==> src/rtl/flash_copy_ctrl_pkg.sv <==
// ---------------------------------------------------------------------------
// flash_copy_ctrl_pkg
// Shared definitions for the flash copy controller and its watchdog.
//   state_e              controller states, walked once per copy job
//   CMD_READ_DATA_BYTES  opcode the SPI flash reader issues for sequential reads
//   WD_W                 width of the watchdog counter and its TIMEOUT value
//   isGuardedState()     states in which the controller waits on a handshake
//                        and must therefore be protected by the watchdog
// ---------------------------------------------------------------------------
package flash_copy_ctrl_pkg;

    localparam logic [7:0] CMD_READ_DATA_BYTES = 8'h03;

    localparam int WD_W = 24;

    typedef enum logic [3:0] {
        IDLE,
        ARM,
        WAIT_RDY,
        CMD,
        WAIT_DATA,
        WRITE,
        NEXT,
        TERM,
        FIN
    } state_e;

    // Only the states that wait on the reader or the memory port can stall
    // forever, so only these run the watchdog.
    function automatic logic isGuardedState(input state_e s);
        return (s == WAIT_RDY) || (s == WAIT_DATA) || (s == WRITE);
    endfunction

endpackage

==> src/rtl/flash_copy_ctrl_watchdog.sv <==
// ---------------------------------------------------------------------------
// flash_copy_ctrl_watchdog
// Counts cycles spent in a single controller state and flags when the count
// reaches TIMEOUT.
//   clk        system clock
//   reset_n    asynchronous active-low reset
//   clear_i    restart counting from zero (the controller changed state)
//   enable_i   count this cycle (controller sits in a guarded state)
//   expired_o  this is the TIMEOUT-th cycle in the current guarded state
// ---------------------------------------------------------------------------
module flash_copy_ctrl_watchdog
    import flash_copy_ctrl_pkg::*;
#(
    parameter logic [WD_W-1:0] TIMEOUT = 24'd2000000
) (
    input  logic clk,
    input  logic reset_n,
    input  logic clear_i,
    input  logic enable_i,
    output logic expired_o
);

    logic [WD_W-1:0] count_q;
    logic [WD_W-1:0] count_d;
    logic            atLimit;

    // The count holds the number of cycles already spent in the state, so
    // the TIMEOUT-th cycle is the one where it equals TIMEOUT-1.  The expired
    // flag deliberately ignores clear_i: clear_i is derived from the
    // controller's next state, which in turn depends on expired_o.
    always_comb begin
        atLimit   = (count_q == (TIMEOUT - 1'b1));
        expired_o = enable_i && atLimit;
        count_d   = count_q;
        if (clear_i) begin
            count_d = '0;
        end else if (enable_i && !atLimit) begin
            count_d = count_q + 1'b1;
        end
    end

    // Counter register.
    always_ff @(posedge clk or negedge reset_n) begin
        if (!reset_n) begin
            count_q <= '0;
        end else begin
            count_q <= count_d;
        end
    end

endmodule

==> src/rtl/flash_copy_ctrl.sv <==
// ---------------------------------------------------------------------------
// flash_copy_ctrl
// Job sequencer that copies len bytes from SPI flash (through the byte
// reader) into a byte-wide memory write port.  The controller owns the
// reader's reset and pulses it before every job except the first one after
// a system reset, so the reader re-arms after each terminate.
// Ports:
//   clk, reset_n                  clock, asynchronous active-low reset
//   start, src_addr, dst_addr, len job request and its parameters
//   busy, done, error             job status (error is sticky until next start)
//   fl_rst_n, fl_addr, fl_rd,
//   fl_terminate                  controls towards the flash reader
//   fl_dout, fl_data_ready,
//   fl_busy                       status and data from the flash reader
//   mem_addr, mem_wdata, mem_we   memory write request (held until mem_ack)
//   mem_ack                       memory write accepted
// All outputs come straight from flops.
// ---------------------------------------------------------------------------
module flash_copy_ctrl
    import flash_copy_ctrl_pkg::*;
#(
    parameter int              DST_AW  = 16,
    parameter int              LEN_W   = 16,
    parameter logic [WD_W-1:0] TIMEOUT = 24'd2000000
) (
    input  logic              clk,
    input  logic              reset_n,
    input  logic              start,
    input  logic [23:0]       src_addr,
    input  logic [DST_AW-1:0] dst_addr,
    input  logic [LEN_W-1:0]  len,
    output logic              busy,
    output logic              done,
    output logic              error,
    output logic              fl_rst_n,
    output logic [23:0]       fl_addr,
    output logic              fl_rd,
    output logic              fl_terminate,
    input  logic [7:0]        fl_dout,
    input  logic              fl_data_ready,
    input  logic              fl_busy,
    output logic [DST_AW-1:0] mem_addr,
    output logic [7:0]        mem_wdata,
    output logic              mem_we,
    input  logic              mem_ack
);

    state_e            state_q, state_d;
    logic              used_q, used_d;
    logic [23:0]       srcAddr_q, srcAddr_d;
    logic [DST_AW-1:0] curDst_q, curDst_d;
    logic [LEN_W-1:0]  remaining_q, remaining_d;
    logic              firstWait_q, firstWait_d;

    logic              busy_q, busy_d;
    logic              done_q, done_d;
    logic              error_q, error_d;
    logic              flRstN_q, flRstN_d;
    logic [23:0]       flAddr_q, flAddr_d;
    logic              flRd_q, flRd_d;
    logic              flTerm_q, flTerm_d;
    logic [DST_AW-1:0] memAddr_q, memAddr_d;
    logic [7:0]        memWdata_q, memWdata_d;
    logic              memWe_q, memWe_d;

    logic              stateChange;
    logic              wdExpired;

    // The watchdog restarts on every state change and only runs while the
    // controller waits on the reader or on the memory port.
    flash_copy_ctrl_watchdog #(
        .TIMEOUT (TIMEOUT)
    ) uWatchdog (
        .clk       (clk),
        .reset_n   (reset_n),
        .clear_i   (stateChange),
        .enable_i  (isGuardedState(state_q)),
        .expired_o (wdExpired)
    );

    // Next-state logic.  The strobe-style outputs are decoded from the next
    // state and then registered, so each output is high for exactly the
    // cycles the controller spends in the corresponding state (fl_rst_n low
    // only in ARM, fl_rd in CMD/NEXT, mem_we in WRITE, done in FIN).  A
    // completed handshake wins over a watchdog expiry in the same cycle so
    // an accepted byte is never thrown away.
    always_comb begin
        state_d     = state_q;
        used_d      = used_q;
        srcAddr_d   = srcAddr_q;
        curDst_d    = curDst_q;
        remaining_d = remaining_q;
        error_d     = error_q;
        flAddr_d    = flAddr_q;
        memAddr_d   = memAddr_q;
        memWdata_d  = memWdata_q;

        case (state_q)
            IDLE: begin
                if (start) begin
                    srcAddr_d   = src_addr;
                    curDst_d    = dst_addr;
                    remaining_d = len;
                    error_d     = 1'b0;
                    if (len == '0) begin
                        state_d = FIN;
                    end else if (used_q) begin
                        state_d = ARM;
                    end else begin
                        state_d = WAIT_RDY;
                    end
                end
            end
            ARM: begin
                state_d = WAIT_RDY;
            end
            WAIT_RDY: begin
                if (!fl_busy) begin
                    flAddr_d = srcAddr_q;
                    state_d  = CMD;
                end else if (wdExpired) begin
                    error_d = 1'b1;
                    state_d = TERM;
                end
            end
            CMD: begin
                used_d  = 1'b1;
                state_d = WAIT_DATA;
            end
            WAIT_DATA: begin
                if (!firstWait_q && fl_data_ready && !fl_busy) begin
                    memWdata_d = fl_dout;
                    memAddr_d  = curDst_q;
                    state_d    = WRITE;
                end else if (wdExpired) begin
                    error_d = 1'b1;
                    state_d = TERM;
                end
            end
            WRITE: begin
                if (mem_ack) begin
                    remaining_d = remaining_q - 1'b1;
                    curDst_d    = curDst_q + 1'b1;
                    state_d     = (remaining_q == LEN_W'(1)) ? TERM : NEXT;
                end else if (wdExpired) begin
                    error_d = 1'b1;
                    state_d = TERM;
                end
            end
            NEXT: begin
                state_d = WAIT_DATA;
            end
            TERM: begin
                state_d = FIN;
            end
            FIN: begin
                state_d = IDLE;
            end
            default: begin
                state_d = IDLE;
            end
        endcase

        stateChange = (state_d != state_q);
        firstWait_d = (state_d == WAIT_DATA) && (state_q != WAIT_DATA);
        busy_d      = (state_d != IDLE) && (state_d != FIN);
        done_d      = (state_d == FIN);
        flRstN_d    = (state_d != ARM);
        flRd_d      = (state_d == CMD) || (state_d == NEXT);
        flTerm_d    = (state_d == TERM);
        memWe_d     = (state_d == WRITE);
    end

    // State, job bookkeeping and output registers.  A reset mid-job returns
    // everything to idle immediately and forgets that the reader was used,
    // since the reader shares the system reset.
    always_ff @(posedge clk or negedge reset_n) begin
        if (!reset_n) begin
            state_q     <= IDLE;
            used_q      <= 1'b0;
            srcAddr_q   <= '0;
            curDst_q    <= '0;
            remaining_q <= '0;
            firstWait_q <= 1'b0;
            busy_q      <= 1'b0;
            done_q      <= 1'b0;
            error_q     <= 1'b0;
            flRstN_q    <= 1'b1;
            flAddr_q    <= '0;
            flRd_q      <= 1'b0;
            flTerm_q    <= 1'b0;
            memAddr_q   <= '0;
            memWdata_q  <= '0;
            memWe_q     <= 1'b0;
        end else begin
            state_q     <= state_d;
            used_q      <= used_d;
            srcAddr_q   <= srcAddr_d;
            curDst_q    <= curDst_d;
            remaining_q <= remaining_d;
            firstWait_q <= firstWait_d;
            busy_q      <= busy_d;
            done_q      <= done_d;
            error_q     <= error_d;
            flRstN_q    <= flRstN_d;
            flAddr_q    <= flAddr_d;
            flRd_q      <= flRd_d;
            flTerm_q    <= flTerm_d;
            memAddr_q   <= memAddr_d;
            memWdata_q  <= memWdata_d;
            memWe_q     <= memWe_d;
        end
    end

    assign busy         = busy_q;
    assign done         = done_q;
    assign error        = error_q;
    assign fl_rst_n     = flRstN_q;
    assign fl_addr      = flAddr_q;
    assign fl_rd        = flRd_q;
    assign fl_terminate = flTerm_q;
    assign mem_addr     = memAddr_q;
    assign mem_wdata    = memWdata_q;
    assign mem_we       = memWe_q;

endmodule

==> config.mk <==
export PLATFORM = sky130hd
export DESIGN_NAME = flash_copy_ctrl
export DESIGN_NICKNAME = d
export VERILOG_FILES = /design/src/rtl/flash_copy_ctrl_pkg.sv /design/src/rtl/flash_copy_ctrl_watchdog.sv /design/src/rtl/flash_copy_ctrl.sv
export SDC_FILE = /design/constraint.sdc
export NUM_CORES = 1
export LEC_CHECK = 0
export ABC_AREA = 1
export BUFFER_PORTS_ARGS = -buffer_cell sky130_fd_sc_hd__buf_2
export CAP_MARGIN = 30
export CORE_UTILIZATION = 40
export DETAILED_ROUTE_END_ITERATION = 16
export SYNTH_ARGS = -nofsm -noshare
export SYNTH_HDL_FRONTEND = slang
export SYNTH_SLANG_ARGS = --single-unit
export TNS_END_PERCENT = 100
==> constraint.sdc <==
create_clock -name clk -period 2 [get_ports clk]
set_input_delay 0.4 -clock clk [delete_from_list [all_inputs] [get_ports clk]]
set_output_delay 0.4 -clock clk [all_outputs]
set_load 0.03 [all_outputs]
==> results of run 1 <==
[tightest hold or removal path: cells and delay by family]
family                 cells  cell delay, ns
AND/OR/NAND/NOR            2            0.08
buffers and inverters      1            0.07
[through the flow]
stage	area (µm²)	worst slack [ns]	util [%]	power, mW
finish	9120	0.00190	52.9	13.7
global route	9120	-0.0532	52.9	14.6
floorplan	7020	0.189	-	8.26
CTS	8860	0.0573	51.4	13.3
detailed placement	8250	0.0130	47.9	10.1
global placement	8250	0.0603	47.9	9.98
[placed cells by master (no fill, tap or decap), types with 3 or more instances in the layout]
cell type  count
a21oi_1       10
o211ai_1       5
inv_1         79
nor3_1        13
nand2_1      255
clkbuf_16     20
xor2_1        29
nand3_1       37
nor2_2        31
buf_12         4
o22ai_1       13
nor2_4         3
buf_4         60
ha_1           3
dfrtp_2        5
buf_2        123
dfrtp_1      135
o21ai_0       60
clkbuf_8       3
nor4_1         4
nand3_2        7
inv_2          9
nand2_2        6
mux2_2         9
nor2_1        77
nand4_1       16
inv_6          3
clkinv_4       3
[path summary, 6_finish.rpt]
path,startpoint,end,slack [ns],depth (start not counted)
min in group asynchronous,reset_n,mem_addr[3],0.47,2
max in group asynchronous,reset_n,uWatchdog.count_q[9],0.85,3
max reg2reg,remaining_q[1],uWatchdog.count_q[2],0.002,13
min,src_addr[16],srcAddr_q[16],0.17,3
max,remaining_q[1],uWatchdog.count_q[2],0.002,13
min reg2reg,fl_addr[4],fl_addr[4],0.47,2
[metal layers]
metal	GRT usage, %	vias up	wire length [µm]	share of wire [%]
met5	0	-	0	0
met4	7.18	0	226	1.3
met3	4.32	25	756	4.2
met2	31.9	145	8330	47
met1	27.3	2957	8540	48
li1	-	3148	-	-
[kinds of logic after synthesis]
logic type | Yosys count
multiplexers | 10
buffers and inverters | 117
AND/OR/NAND/NOR | 461
flip-flops | 141
XOR/XNOR | 31
AO/OA/AOI/OAI | 102
adder cells (fa/ha/maj) | 4
[registers in the layout, indices dropped and copies added (netlist names), 4 cells and up]
name               count
fl_addr               24
srcAddr_q             24
uWatchdog.count_q     24
curDst_q              16
mem_addr              16
remaining_q           16
mem_wdata              8
state_q                4
[power breakdown]
part	internal, mW	switching (mW)	total [mW]
logic	2.18	3.79	5.96
registers	3.93	0.670	4.60
clock network	1.94	1.23	3.17
total	8.05	5.68	13.7
[cells in the mapped netlist, drive strengths merged, types with 2 or more instances]
cell type	n
a22oi	2
a31oi	2
mux2	9
a21oi	10
xor2	29
nor3	15
dfrtp	140
nor2	112
nand4	16
clkbuf	15
nand2	263
o21ai	60
nand3	46
buf	12
o22ai	13
ha	4
a32oi	2
nand3b	2
o211ai	5
inv	89
xnor2	2
nor4	4
[area by class of cell]
cell class	count	area (µm²)	area share, %
timing repair buffer	193	1250	13.7
tap	225	282	3.09
clock buffer	20	467	5.12
clock inverter	11	133	1.45
multi-input combinational	608	3110	34.1
inverter	90	340	3.73
sequential	141	3540	38.8
[what timing repair did]
action,4_1_cts,5_1_grt
pin swaps,0,9
buffers inserted,0,12
hold buffers,1,0
gates resized for setup,1,33
endpoints found under the hold margin,35,0
gates cloned,0,3
endpoints found under the setup margin,4,28
==> metrics.md, run 1 <==
| Metric | Value |
|---|---|
| Status | completed |
| Area share of the leading cell type in the synthesized netlist | 49.9% |
| Simple-gate share of the synthesized area | roughly 29% |
| Compound-gate portion of the synthesized area | 8.25% |
| Number of synthesized flops with an enable pin | 0 |
| Core area | 0.0172 mm² |
| All-Layer GR Usage | 20.1% |
| ANT nets after route | 0 |
| DRC violations left | 0 |
| Multiplexer share of the synthesized area | 1.59% |
| Largest family of logic cells by synthesized area | simple AND/OR/NAND/NOR gates |
| Hpwl dp | 12500 µm |
| Vias in the first global route | 5857 |
| Synth cell types | 46 |
| Die Span X | between 100 and 150 µm |
| Largest net degree at the start of global routing | 48 |
| CTS clock-pin slew for the worst setup and hold paths | about 0.06 ns |
| Via density | 4.87 |
| Synthesized cell area | around 0.007 mm² |
| Initial Util | roughly two fifths |
| Leak Pwr | 4.62 nW |
| Final Hold Vio Count | 0 |
| Startpoint Class | flip-flop |
| Adder-Cell Fraction of Synth Area | 0.713% |
| Synthesis-stage register bit count | 141 |
| Area grow syn2layout | 30.0% |
| Syn Inst Count | between 800 and 900 |
| Skew-Pair Late Insertion Delay | 0.42 ns |
| PwrDens | 1510 mW/mm² |
| Crit path time final | 2.00 ns |
| XOR/XNOR Fraction of Synth Area | 3.87% |
| WP buf/inv | 2 |
| Worst path cell trace | inv_2 > ha_1 > nand3_1 > nor2_1 > nand2_1 > o21bai_1 > nand3_1 > nand3_2 > nand2_1 > nor2_2 > nand2_4 > clkbuf_16 > nor2_1 |
| CTS max path bufs | 2 |
| Worst path max stage delay | 0.39 ns |
| Antenna cells | 0 |
| CTS tree | done |
| RSZ-0062 raised after global routing | true |
| Yosys top cell by area | dfrtp_1 |
| Async set-or-reset flop fraction in the synthesized netlist | 100% |
| Max Fclk | 500 MHz |
| Initial DRT Pass Iterations | 9 |
| H-tree levels | 4 |
| CP max FO | 5 |
| CP Class | reg -> reg |
| Layout cells sized above 1 | 28.6% |
| Initial antenna violation count | 0 |
| Setup TNS | 0 ns |
| Critical path capture point type | flip-flop |
| Placer Congestion | 0.898 |
| CTS Sinks | 141 |
| DRT iter0 DRCs | 375 |
| Critical Path AT | 2.34 ns |
| Worst-Margin Slew | 0.403 ns |
| Slew margin rel. | 73.1% |
| PortBufs | 124 |
| Total CTS buffers | 17 |
| Die Ht | between 100 and 150 µm |
| Mapped Nets | 940 |
| Max_cap viols | 0 |
| Max-slew violation count | 0 |
| CP required | 2.34 ns |
| Hold slack final | 0.168 ns |
| Hold Crit Class | in -> reg |
| Wire per inst | 13.9 µm |
| Worst Skew | approximately 0.012 ns |
| Final net count | 1125 |
| # fillers | 1635 |
| Syn avg cell area | 8.10 µm² |
| Root Driver | clkbuf_16 |
| WL final | around 18000 µm |
| CP max stage cell | dfrtp_1 |
| Top cells by area, synth | dfrtp_1 (50%), nand2_1 (14%), nor2_1 (4.6%), inv_1 (4.4%), o21ai_0 (4.3%) |
| Final Cycle Share | between 90 and 100% |
| Routed vias | 6275 |
| Peak supply drop | 0.000880 V |
| Syn. warnings | 0 |
| Grt ovf | 0 |
| First-pass GRT wire length | 28700 µm |
| Ys flop type | dfrtp_1 |
| Sequential area share after synthesis | 50.3% |
| Dpl cells | 1241 |
| Die ar. | 0.0181 mm² |
| CP top delay family | simple AND/OR/NAND/NOR gates |
| Cell row count | 48 |
| I/O pins | 125 |
| Non-Filler Instances | 1288 |
| Final setup fails | 0 |
Power figures use the tool's default switching activity.
==> inputs of run 2 (changes only) <==
--- a/config.mk
+++ b/config.mk
@@ -8,6 +8,7 @@
 export ABC_AREA = 1
 export BUFFER_PORTS_ARGS = -buffer_cell sky130_fd_sc_hd__buf_2
 export CAP_MARGIN = 30
+export CORE_MARGIN = 4
 export CORE_UTILIZATION = 40
 export DETAILED_ROUTE_END_ITERATION = 16
 export SYNTH_ARGS = -nofsm -noshare
==> run 2 against run 1 <==
Worst hold slack better by 0.0071 ns. Register-to-register slack better by 0.08 ns. Sequential share of layout area is 0.068 points higher. Critical endpoint is now uWatchdog.count_q[20]. Largest cell class unchanged. Largest power group unchanged.
==> metrics.md, run 2 (synthesized netlist as in run 1, its figures left out) <==
| Metric | Value |
|---|---|
| Sequential share of power | 33.9% |
| Hold Crit Class | in -> reg |
| Max_cap viols | 0 |
| Leak Pwr | 4.57 nW |
| Cell row count | 48 |
| Final Hold Vio Count | 0 |
| WL final | 17800 µm |
| Largest net degree at the start of global routing | 71 |
| CP max FO | 11 |
| DRT iter0 DRCs | about 420 |
| Crit path time final | 1.92 ns |
| Hpwl dp | 12500 µm |
| Critical path capture point type | flip-flop |
| Wire per inst | 13.8 µm |
| Root Driver | clkbuf_16 |
| First-pass GRT wire length | a little under 30000 µm |
| Final setup fails | 0 |
| Total CTS buffers | 17 |
| Dpl ws | -0.0595 ns |
| DRC violations left | 0 |
| Via density | 4.85 |
| CP top delay family | simple AND/OR/NAND/NOR gates |
| I/O pins | approximately 130 |
| Routed vias | 6235 |
| Non-Filler Instances | 1286 |
| WP buf/inv | 2 |
| CTS clock-pin slew for the worst setup and hold paths | 0.06 ns |
| Dpl cells | 1247 |
| Core area | 0.0172 mm² |
| P_int | 7.90 mW |
| CP Class | reg -> reg |
| Die ar. | 0.0197 mm² |
| Die Ht | approximately 140 µm |
| ANT nets after route | 0 |
| CTS tree | done |
| Setup TNS | 0 ns |
| Placer Congestion | 0.869 |
| Initial Util | 40.7% |
| Area grow syn2layout | 29.7% |
| Layout cells sized above 1 | between 20% and 30% |
| Die Span X | 140 µm |
| CTS max path bufs | 2 |
| CP required | 2.30 ns |
| Antenna cells | 0 |
| Setup slack after layout | just over 0.08 ns |
| RSZ-0062 raised after global routing | true |
| Final Cycle Share | 95.9% |
| Vias in the first global route | 5985 |
| PortBufs | 124 |
| Initial antenna violation count | 0 |
| Peak supply drop | 0.000831 V |
| Slew margin rel. | 74.6% |
| Grt ovf | 0 |
| CTS Sinks | around 140 |
| Startpoint Class | flip-flop |
| Worst-Margin Slew | 0.377 ns |
| Max-slew violation count | 0 |
| All-Layer GR Usage | between 15 and 20% |
| Worst path max stage delay | 0.36 ns |
| Status | completed |
| Leading cell types in the layout, fill and taps excluded | nand2_1 (253), dfrtp_1 (137), buf_2 (123) |
| Final net count | 1122 |
| Part of the power in combinational logic | a little over two fifths |
| Initial DRT Pass Iterations | 5 |
| Critical Path AT | 2.22 ns |
| H-tree levels | 4 |
| Worst path cell trace | ha_2 > nand3_4 > nor2_1 > nand3_1 > buf_4 > nor2_1 > nand3_1 > nand2_1 > nor2_2 > nand2_2 > nor2_4 > nand2_4 > clkbuf_16 > nor2_2 |
| Max Fclk | 521 MHz |
| Clock power share | 22.3% |
| Switch Pwr | 5.69 mW |
| Skew-Pair Late Insertion Delay | 0.42 ns |
| CP max stage cell | dfrtp_1 |
| Most common cell after layout, fill and taps aside | nand2_1 |
| Worst Skew | roughly 0.012 ns |
| Switch share | roughly two fifths |
| PwrDens | about 1500 mW/mm² |
## run 2: changes by cell type in the layout (fill, tap and decap cells not counted), moves of 3 or more
cell      before  now
clkinv_4       3    0
nand2_2        6    9
nor2_4         3   12
clkbuf_1       0    4
clkbuf_8       3    0
nor2_2        31   22
## run 2: layout make-up
| cell class | instances | area (µm²) |
|---|---|---|
| Inverter | 90 | 340 |
| Multi-Input combinational cell | 608 | 3170 |
| Clock inverter | 11 | 123 |
| Clock buffer | 21 | 440 |
| Sequential cell | 141 | 3530 |
| Tap cell | 225 | 282 |
| Timing Repair Buffer | 190 | 1210 |
| Fill cell | 1627 | 8140 |
## run 2: final timing paths
check                                      from                     to  slack (ns)  depth (start not counted)
max                        uWatchdog.count_q[0]  uWatchdog.count_q[20]        0.08                         14
min                                 src_addr[1]           srcAddr_q[1]        0.17                          3
max reg2reg                uWatchdog.count_q[0]  uWatchdog.count_q[20]        0.08                         14
min reg2reg                         fl_addr[14]            fl_addr[14]        0.46                          2
max in group asynchronous               reset_n               fl_rst_n        0.99                          3
min in group asynchronous               reset_n            mem_addr[7]        0.37                          2
## run 2: stage by stage
stage	cell area [µm²]	util, %	power (mW)	hold WS (ns)
3_3_place_gp	8290	48.1	10.0	0.238
5_1_grt	9100	52.8	14.6	0.158
6_report	9100	52.8	13.6	0.175
2_1_floorplan	7020	-	8.26	0.104
3_5_place_dp	8290	48.1	10.1	0.236
4_1_cts	8870	51.4	13.2	0.156
## run 2: routing by layer
metal  share of wire (%)  GRT usage [%]  vias up
met5                   0              0        -
met4                 1.6           6.48        0
met3                 5.2           4.03       23
met2                  47           28.0      152
met1                  47           24.7     2918
li1                    -              -     3142
## run 2: timing repair
action	in CTS	in global routing
resized for setup	0	44
endpoints found under the setup margin	0	26
hold buffers	1	0
buffers inserted	0	4
hold endpoints to repair	13	0
## run 2: worst reg2reg max path, cell delays in order (launching register included)
cell and delay [ns]:
dfrtp_1 0.36, ha_2 0.22, nand3_4 0.10, nor2_1 0.12, nand3_1 0.12, buf_4 0.18
nor2_1 0.08, nand3_1 0.07, nand2_1 0.07, nor2_2 0.04, nand2_2 0.07, nor2_4 0.04
nand2_4 0.10, clkbuf_16 0.19, nor2_2 0.04
## run 2: power groups by stage
stage,logic [mW],registers (mW),clock network (mW)
detailed placement,5.46,4.62,0
finish,5.95,4.60,3.03
global placement,5.40,4.60,0
floorplan,2.80,5.46,0
global route,6.57,4.74,3.24
CTS,5.47,4.59,3.11
